<file path="src/rtl/bp_stream_pump_in_mc_pkg.sv">
// Shared types and helpers for the multi-channel stream pumps.
// Holds the mem header layout, address modes and beat-count helper.
package bp_stream_pump_in_mc_pkg;

  localparam int paddr_width_gp = 40;

  typedef enum logic [3:0] {
    e_bedrock_mem_rd    = 4'd0,
    e_bedrock_mem_wr    = 4'd1,
    e_bedrock_mem_uc_rd = 4'd2,
    e_bedrock_mem_uc_wr = 4'd3
  } bp_bedrock_mem_type_e;

  typedef enum logic {
    e_stream_wrap,
    e_stream_linear
  } stream_addr_mode_e;

  typedef enum logic {
    e_pump_idle,
    e_pump_stream
  } pump_state_e;

  typedef struct packed {
    logic [3:0]                msg_type;
    logic [2:0]                size;
    logic [paddr_width_gp-1:0] addr;
  } bp_bedrock_mem_header_s;

  // Payloads larger than a block fold back into the block.
  function automatic int unsigned stream_beats(
    input logic [2:0]  size,
    input int unsigned beat_bytes,
    input int unsigned max_beats
  );
    int unsigned b;
    b = (32'd1 << size) / beat_bytes;
    if (b == 0) b = 1;
    if (b > max_beats) b = max_beats;
    return b;
  endfunction

endpackage

</file>
<file path="src/rtl/bp_stream_pump_in_mc_addr_gen.sv">
// Beat address generator: wrap (critical-word-first) or linear
// within a block; never carries past the block boundary.
module bp_stream_pump_in_mc_addr_gen
  import bp_stream_pump_in_mc_pkg::*;
#(
  parameter int stream_data_width_p = 64,
  parameter int block_width_p = 512,
  localparam int bo = $clog2(stream_data_width_p / 8),
  localparam int wl = $clog2(block_width_p / stream_data_width_p)
) (
  input  logic [paddr_width_gp-1:0] base,
  input  logic [wl-1:0]             beat,
  input  logic [wl:0]               beats,
  input  stream_addr_mode_e         mode,
  output logic [paddr_width_gp-1:0] addr
);

  logic [wl-1:0] first;
  logic [wl-1:0] mask;
  logic [wl-1:0] word;

  assign first = base[bo +: wl];
  assign mask  = wl'(beats - 1'b1);

  always_comb begin
    word = first + beat;
    if (mode == e_stream_wrap) begin
      word = (first & ~mask) | ((first + beat) & mask);
    end
    addr = base;
    addr[bo +: wl] = word;
  end

endmodule

</file>
<file path="src/rtl/bp_stream_pump_in_mc.sv">
// Multi-channel inbound stream pump: buffers N mem streams,
// arbitrates round-robin and emits addressed beats to an FSM.
module bp_stream_pump_in_mc
  import bp_stream_pump_in_mc_pkg::*;
#(
  parameter int num_chan_p = 2,
  parameter int stream_data_width_p = 64,
  parameter int block_width_p = 512,
  parameter int buffer_els_p = 2,
  parameter logic [15:0] stream_mask_p = '0,
  parameter logic [15:0] wrap_mask_p = '1,
  localparam int hdr_w = $bits(bp_bedrock_mem_header_s),
  localparam int cw = (num_chan_p > 1) ? $clog2(num_chan_p) : 1,
  localparam int dw = stream_data_width_p
) (
  input  logic                            clk_i,
  input  logic                            reset_n_i,
  input  logic [num_chan_p*hdr_w-1:0]     mem_header_i,
  input  logic [num_chan_p*dw-1:0]        mem_data_i,
  input  logic [num_chan_p-1:0]           mem_v_i,
  input  logic [num_chan_p-1:0]           mem_last_i,
  output logic [num_chan_p-1:0]           mem_ready_and_o,
  output bp_bedrock_mem_header_s          fsm_base_header_o,
  output logic [paddr_width_gp-1:0]       fsm_addr_o,
  output logic [dw-1:0]                   fsm_data_o,
  output logic [cw-1:0]                   fsm_chan_o,
  output logic                            fsm_v_o,
  input  logic                            fsm_ready_and_i,
  output logic                            stream_new_o,
  output logic                            stream_done_o,
  output logic                            protocol_err_o
);

  localparam int wl = $clog2(block_width_p / dw);
  localparam int nbw = wl + 1;
  localparam int ew = $clog2(buffer_els_p);
  localparam int cntw = $clog2(buffer_els_p + 1);
  localparam int max_beats = block_width_p / dw;

  bp_bedrock_mem_header_s hq [num_chan_p][buffer_els_p];
  logic [dw-1:0]          dq [num_chan_p][buffer_els_p];
  logic                   lq [num_chan_p][buffer_els_p];
  logic [ew-1:0]          rp [num_chan_p];
  logic [ew-1:0]          wp [num_chan_p];
  logic [cntw-1:0]        cnt [num_chan_p];

  logic                  ready_en;
  logic [num_chan_p-1:0] full, nonempty, enq, pop;

  pump_state_e            state, state_n;
  logic [cw-1:0]          rr, lock, pick, sel, idx;
  logic                   stall, found;
  logic [wl-1:0]          k;
  bp_bedrock_mem_header_s held, head_hdr, cur;
  logic [dw-1:0]          head_data;
  logic                   head_last;
  logic [nbw-1:0]         nb;
  logic                   streamed, final_beat, v, accept;
  stream_addr_mode_e      mode;

  always_comb begin
    for (int c = 0; c < num_chan_p; c++) begin
      full[c]     = cnt[c] == cntw'(buffer_els_p);
      nonempty[c] = cnt[c] != '0;
    end
  end

  assign mem_ready_and_o = {num_chan_p{ready_en}} & ~full;
  assign enq = mem_v_i & mem_ready_and_o;

  always_ff @(posedge clk_i or negedge reset_n_i) begin
    if (!reset_n_i) begin
      ready_en <= 1'b0;
      for (int c = 0; c < num_chan_p; c++) begin
        rp[c]  <= '0;
        wp[c]  <= '0;
        cnt[c] <= '0;
        for (int e = 0; e < buffer_els_p; e++) begin
          hq[c][e] <= '0;
          dq[c][e] <= '0;
          lq[c][e] <= 1'b0;
        end
      end
    end else begin
      ready_en <= 1'b1;
      for (int c = 0; c < num_chan_p; c++) begin
        if (enq[c]) begin
          hq[c][wp[c]] <= mem_header_i[c*hdr_w +: hdr_w];
          dq[c][wp[c]] <= mem_data_i[c*dw +: dw];
          lq[c][wp[c]] <= mem_last_i[c];
          wp[c] <= (wp[c] == ew'(buffer_els_p - 1)) ? '0 : wp[c] + 1'b1;
        end
        if (pop[c]) begin
          rp[c] <= (rp[c] == ew'(buffer_els_p - 1)) ? '0 : rp[c] + 1'b1;
        end
        cnt[c] <= cnt[c] + cntw'(enq[c]) - cntw'(pop[c]);
      end
    end
  end

  always_comb begin
    pick  = rr;
    idx   = '0;
    found = 1'b0;
    for (int i = 0; i < num_chan_p; i++) begin
      idx = cw'((int'(rr) + i) % num_chan_p);
      if (!found && nonempty[idx]) begin
        pick  = idx;
        found = 1'b1;
      end
    end
  end

  // A presented beat keeps its grant until taken, so stalls stay stable.
  assign sel = (state == e_pump_stream || stall) ? lock : pick;

  assign head_hdr  = hq[sel][rp[sel]];
  assign head_data = dq[sel][rp[sel]];
  assign head_last = lq[sel][rp[sel]];
  assign cur = (state == e_pump_stream) ? held : head_hdr;

  assign nb = nbw'(stream_beats(cur.size, dw / 8, max_beats));
  assign streamed = stream_mask_p[cur.msg_type] && (nb > nbw'(1));
  assign mode = wrap_mask_p[cur.msg_type] ? e_stream_wrap : e_stream_linear;
  assign final_beat = !streamed || (k == wl'(nb - 1'b1));

  assign v = nonempty[sel];
  assign accept = v && fsm_ready_and_i;

  always_comb begin
    pop = '0;
    pop[sel] = accept;
  end

  bp_stream_pump_in_mc_addr_gen #(
    .stream_data_width_p(dw),
    .block_width_p(block_width_p)
  ) addr_gen (
    .base (cur.addr),
    .beat (k),
    .beats(nb),
    .mode (mode),
    .addr (fsm_addr_o)
  );

  assign fsm_base_header_o = cur;
  assign fsm_data_o = head_data;
  assign fsm_chan_o = sel;
  assign fsm_v_o = v;
  assign stream_new_o = v && streamed && (state == e_pump_idle);
  assign stream_done_o = accept && final_beat;
  assign protocol_err_o = accept && (head_last != final_beat);

  always_comb begin
    state_n = state;
    unique case (state)
      e_pump_idle:   if (accept && !final_beat) state_n = e_pump_stream;
      e_pump_stream: if (accept && final_beat) state_n = e_pump_idle;
      default:       state_n = e_pump_idle;
    endcase
  end

  always_ff @(posedge clk_i or negedge reset_n_i) begin
    if (!reset_n_i) begin
      state <= e_pump_idle;
      rr    <= '0;
      lock  <= '0;
      stall <= 1'b0;
      k     <= '0;
      held  <= '0;
    end else begin
      state <= state_n;
      if (v && !fsm_ready_and_i) begin
        stall <= 1'b1;
        lock  <= sel;
      end
      if (accept) begin
        stall <= 1'b0;
        lock  <= sel;
        k     <= final_beat ? '0 : k + 1'b1;
        if (state == e_pump_idle) held <= head_hdr;
      end
      if (stream_done_o) begin
        rr <= (sel == cw'(num_chan_p - 1)) ? '0 : sel + 1'b1;
      end
    end
  end

endmodule
</file>
<file path="config.mk">
export PLATFORM = sky130hd
export DESIGN_NAME = bp_stream_pump_in_mc
export DESIGN_NICKNAME = d
export VERILOG_FILES = /design/src/rtl/bp_stream_pump_in_mc_pkg.sv /design/src/rtl/bp_stream_pump_in_mc_addr_gen.sv /design/src/rtl/bp_stream_pump_in_mc.sv
export SDC_FILE = /design/constraint.sdc
export NUM_CORES = 1
export LEC_CHECK = 0
export CAP_MARGIN = 20
export CORE_MARGIN = 2
export CORE_UTILIZATION = 49
export CTS_CLUSTER_SIZE = 40
export DETAILED_ROUTE_END_ITERATION = 7
export MAX_ROUTING_LAYER = met4
export PLACE_DENSITY = 0.8
export SLEW_MARGIN = 30
export SYNTH_ARGS = -nofsm -noshare
export SYNTH_HDL_FRONTEND = slang
export SYNTH_SLANG_ARGS = --single-unit
</file>
<file path="constraint.sdc">
create_clock -name clk_i -period 2.7 [get_ports clk_i]
set_input_delay 0.675 -clock clk_i [delete_from_list [all_inputs] [get_ports clk_i]]
set_output_delay 0.675 -clock clk_i [all_outputs]
set_load 0.02 [all_outputs]
</file>
Word level (Yosys, flattened, before mapping). Memory sizes are Yosys's and may differ from the RTL's. Cells that the tools add are included.

Flip-flop bits (word level): 511. ROM bits: 32. Input bits: 229. Word-level logic and storage cells: 172. Memories: 2.

Memories: (name not given) (depth 16, width 1, read ports 1, clocked after Yosys merged registers in 0, wr ports 0, RTL line bp_stream_pump_in_mc.sv:124) `assign mode = wrap_mask_p[cur.msg_type] ? e_stream_wrap : e_stream_linear;`; (name not given) (depth 16, width 1, read ports 1, clocked after Yosys merged registers in 0, wr ports 0, RTL line bp_stream_pump_in_mc.sv:123) `assign streamed = stream_mask_p[cur.msg_type] && (nb > nbw'(1));`.

$add $sub $neg: 13. Magnitude comparators: 13. Eq/ne operators: 4. Shift operators: 1. Mux-type cells: 69. Bitwise gates (word level): 13. Reduce and logical (&&, ||, !) cells: 22.

Operator list (number): $mux 128 (3); $mux 64 (5); $mux 47 (6); $mux 94 (3); $bwmux 128 (2); $bwmux 94 (2); $demux 64 s1 (2); $demux 47 s1 (2); $logic_not 32->1 (1); $shl 1x3->32 const A (1); $mux 1 (31); $gt 29x4->1 const B (1); $mux 29 (1); $logic_and 1x1->1 (12); $ge 2x2->1 const B (4); $not 1->2 (4); $add 1x1->1 const B (6); $and 2x2->2 (3); $and 3x3->3 (2); $lt 1x2->1 const B (3); $mux 2 (3); $mux 3 (2); $reduce_bool 2->1 (3); $lt 4x5->1 const B (1); other kinds (21) (32).

Depth between registers and ports, before layout.
Depth after elaboration: 30. Gate-level depth with buffers: 12. Gate-level depth less buffers: 10.

Modules after synthesis. Synthesis repeated with hierarchy kept, for this count alone.

Cell total of the unflattened synthesis: 1911. Area total of the unflattened synthesis: 23337.4 um2.

By module, submodules not included: bp_stream_pump_in_mc (instances 1, cells an instance 1860, area an instance 22938.2 um2, sequential area each 12712.2 um2); bp_stream_pump_in_mc_addr_gen (instances 1, cells an instance 51, area an instance 399.1 um2, sequential area each 0.0 um2).

Worst setup path before layout. OpenSTA, ideal clock, no wires.

Path type: register to output. From: register cnt[3] in the netlist's numbering. To: output port fsm_base_header_o[10] in the netlist's numbering. Arrival: 2666 ps. Data required time: 2025 ps. Setup slack: -641 ps. Cell stages (with the launch flop): 9. Path buffers: 3. Path through: dfrtp_1 or3b_4 o211a_1 o21ai_0 buf_2 clkbuf_1 o22ai_1 o31ai_1 buf_4.

Longest elaborated chain between the ends: 17. Elaborated cells on any way between the ends: 22.

RTL lines: start, declared (RTL line bp_stream_pump_in_mc.sv:45) `logic [cntw-1:0] cnt [num_chan_p];`; start signal, assigned by index (RTL line bp_stream_pump_in_mc.sv:96) `cnt[c] <= cnt[c] + cntw'(enq[c]) - cntw'(pop[c]);`; $reduce_bool 2->1 * (RTL line bp_stream_pump_in_mc.sv:64) `nonempty[c] = cnt[c] != '0;`; $mux 1 (not written as such) (2 in a row) (RTL line bp_stream_pump_in_mc.sv:107) `if (!found && nonempty[idx]) begin`; $mux 1 (RTL line bp_stream_pump_in_mc.sv:107); $logic_not 1->1 (RTL line bp_stream_pump_in_mc.sv:107); $logic_and 1x1->1 * (RTL line bp_stream_pump_in_mc.sv:107); $mux 1 * (RTL line bp_stream_pump_in_mc.sv:107); $mux 1 * (RTL line bp_stream_pump_in_mc.sv:115) `assign sel = (state == e_pump_stream || stall) ? lock : pick;`; $not 1->2 (not written as such) * (RTL line bp_stream_pump_in_mc.sv:117) `assign head_hdr = hq[sel][rp[sel]];`; $mux 1 (not written as such) (3 in a row) (RTL line bp_stream_pump_in_mc.sv:117); $not 1->2 (not written as such) (RTL line bp_stream_pump_in_mc.sv:117); $mux 47 (not written as such) * (3 in a row) (RTL line bp_stream_pump_in_mc.sv:117); $mux 47 * (RTL line bp_stream_pump_in_mc.sv:120) `assign cur = (state == e_pump_stream) ? held : head_hdr;`; end, declared (RTL line bp_stream_pump_in_mc.sv:23) `output bp_bedrock_mem_header_s fsm_base_header_o,`.

Every way passes the cells marked *; elsewhere a longest branch is shown, timed or not. The select of a mux whose other input is x is not followed.

==> impl_results.md <==
- Critical Path RT: 2030 ps
- Tightest Hold Check Type: primary input to async pin
- Post-DR wirelength/cell: around 23 um
- Setup TNS: -123380 ps
- Max-cap violations: 0
- Status: finished, violations left
- Critical Path AT: 3050 ps
- Initial antenna violation count: 12
- Chip height: roughly 220 um
- Yosys Warn Count: 0
- Final HPWL DP: about 43 mm
- Die Footprint: 50360 sq um
- Initial Util: 0.4976
- Root Driver: clkbuf_16
- Failing checks: negative setup slack
- Largest net degree at the start of global routing: between 70 and 80
- Post-Syn Instances: 1801
- Most used DFF post-synth: dfrtp_1
- # port buffers: 385
- Highest Clock Rate: between 200 and 300 MHz
- Final Hold Violating Endpoints: 0
- Worst-margin pin slew: 608.7 ps
- Hold Buf Count CTS: 0
- Commonest non-fill, non-tap cell in the layout: dfrtp_1
- Drt total wl: between 60 and 70 mm
- Final Setup Violations: around 160
- Global-route wire length before repair: around 110 mm
- Worst slew margin: 0.5942
- EDFF count, synth: 0
- Minimum clock period: approximately 3700 ps
- Setup Crit Path Kind: register to primary output
- Final Cell Area: between 30000 and 40000 sq um
- R2r setup slk: -210 ps
- H-tree levels: 2
- Number of global-route vias before repair: around 19000
- CP startpoint: cnt[2]$_DFF_PN0_
- Placer Congestion: about 0.85
- Layout filler cell count: around 3300
- 1st-iter DRT viols: about 1100
- Reg-to-Reg Start: cnt[2]$_DFF_PN0_
- Final setup skew: between 7 and 8 ps
- Final antenna-violating net count: 0
- Worst VDD drop: roughly 0.94 mV
- Worst Hold Slack: 54.46 ps
- Syn_nets: 2034
- Crit share post-route: 1.379
- Area growth, synth to finish: 38.09%
- Post-Syn Area: roughly 24000 sq um
- Synthesized area per cell: between 10 and 15 sq um
- Vias per Instance: around 5.8
- Total grt overflow: 0
- RSZ-0062 raised after global routing: true
- Dpl cells: between 2000 and 3000
- Commonest non-fill, non-tap cells in the layout: dfrtp_1, mux2_2, clkdlybuf4s50_1
- Die X: ~220 um
- Setup crit start kind: register
- Share of cells above drive strength 1: 0.4764
- Clock latency on the worst-skew pair: 590 ps
- Drt drc: 0
- Final non-filler cell total: about 3000
- TritonCTS sink count: a little over 500
- Leakage: between 10 and 15 nW
- Total GRT Usage: 0.2761
- IO Pins: a little under 400
- Total Power: 54.72 mW
- Core Area: between 40000 and 50000 sq um
- Vias after detailed routing: around 17000
- Pins Over Slew Limit: 0
- Nets: between 2000 and 3000
- Netlist cell types: 42
- TritonCTS clock tree: done
- Register area share after synthesis: 0.5340
- Async S/R FF share, synth: 1.000
- CTS Buf Count: between 50 and 60
- Cell Area, Placed: ~30000 sq um
- Pwr Density: 1664 nW/um^2
- Max clock buf depth: 3
- Critical Path End Type: primary output
- Post-synthesis register bit count: slightly above 500
- Rows: 80
- Critical path peak fanout: 7
- Drt first pass iters: 7
- Register clock-pin slew on the reported worst setup and hold paths: about 60 ps
- Min setup slack post-route: -1022 ps
-- metal layers --
layer  wire length, um  GRT usage  up-vias
li1                  -          -     7578
met4              2209    0.09720        0
met5                 0          -        -
met1             27950     0.3325     8855
met3              4889    0.07133      142
met2             33690     0.4515      513
-- cell usage after synthesis (all sizes together), types with 6 or more instances --
library cell	instances	share of area
a2111oi	46	0.048
a211oi	65	0.020
a21oi	69	0.015
and3	47	0.012
buf	92	0.024
clkbuf	91	0.015
dfrtp	508	0.53
inv	7	0.0011
mux2	449	0.21
mux2i	66	0.028
nand2	104	0.016
nor2	9	0.0014
nor2b	65	0.017
o21ai	6	0.0013
o22ai	46	0.012
o31ai	93	0.029
-- flip-flops by register name, summed over array words and instances, names as in the netlist --
register / count
cnt: 4
dq: 256
held: 47
hq: 188
lock: 1
lq: 4
ready_en: 1
rp: 2
rr: 1
stall: 1
state: 1
wp: 2
-- worst max-delay path, stage by stage (launching register included) --
cell,delay [ps]
dfrtp_1,400
or3b_4,400
o211a_1,130
or3_4,440
a2111oi_1,420
buf_4,190
o31ai_1,120
dlygate4sd2_1,350
-- what timing repair did --
action | in CTS | in global routing
hold endpoints to repair | 0 | 0
resized for setup | 652 | 182
cloned | 8 | 4
setup buffers | 53 | 34
endpoints found under the setup margin | 158 | 159
pin swaps | 24 | 25
-- worst paths after layout --
| kind | to | cells after the start |
|---|---|---|
| worst max-delay path | fsm_base_header_o[46] | 7 |
| worst min-delay path | hq[122]$_DFFE_PN0P_ | 1 |
| worst max register to register | cnt[3]$_DFF_PN0_ | 17 |
| worst min register to register | held[13]$_DFFE_PN0N_ | 2 |
| max in group asynchronous | dq[11]$_DFFE_PN0P_ | 2 |
| min in group clk_i | held[13]$_DFFE_PN0N_ | 2 |
-- layout make-up --
| type | count | area [sq um] | share of cell area |
|---|---|---|---|
| timing repair buffer | 618 | 6311 | 0.1920 |
| tap | 615 | 769.5 | 0.02341 |
| timing repair inverter | 2 | 27.53 | 0.0008373 |
| clock inverter | 7 | 60.06 | 0.001827 |
| inverter | 7 | 52.55 | 0.001599 |
| multi-input combinational | 1103 | 11310 | 0.3441 |
| clock buffer | 85 | 1587 | 0.04826 |
| sequential | 508 | 12720 | 0.3870 |
| antenna | 13 | 32.53 | 0.0009896 |
-- logic make-up (layout without fill, tap and decap cells) --
kind of cell / after synthesis / in the layout / synth area share
flops: 508 / 508 / 0.5340
xor+xnor: 6 / 6 / 0.002207
fa+ha+maj: 4 / 4 / 0.002102
compound gates: 338 / 338 / 0.1310
mux: 515 / 515 / 0.2401
simple gates: 238 / 238 / 0.05087
buf+inv: 190 / 719 / 0.03937
other cells: 2 / 15 / 0.0003155
-- stage by stage --
step,utilization,setup WS (ps)
after floorplan,-,-255.3
after global placement,0.6270,-630.2
after detailed placement,0.6270,-655.8
after CTS,0.6777,-1095
after global routing,0.6870,-1083
final,0.6871,-1022
-- report_power, final --
part / switching, mW / total, mW / internal, mW
Clock: 2.97 / 7.05 / 4.08
Sequential: 2.27 / 13.8 / 11.5
Combinational: 17.0 / 33.9 / 16.9
No activity file was read; power rests on OpenSTA's default activity.
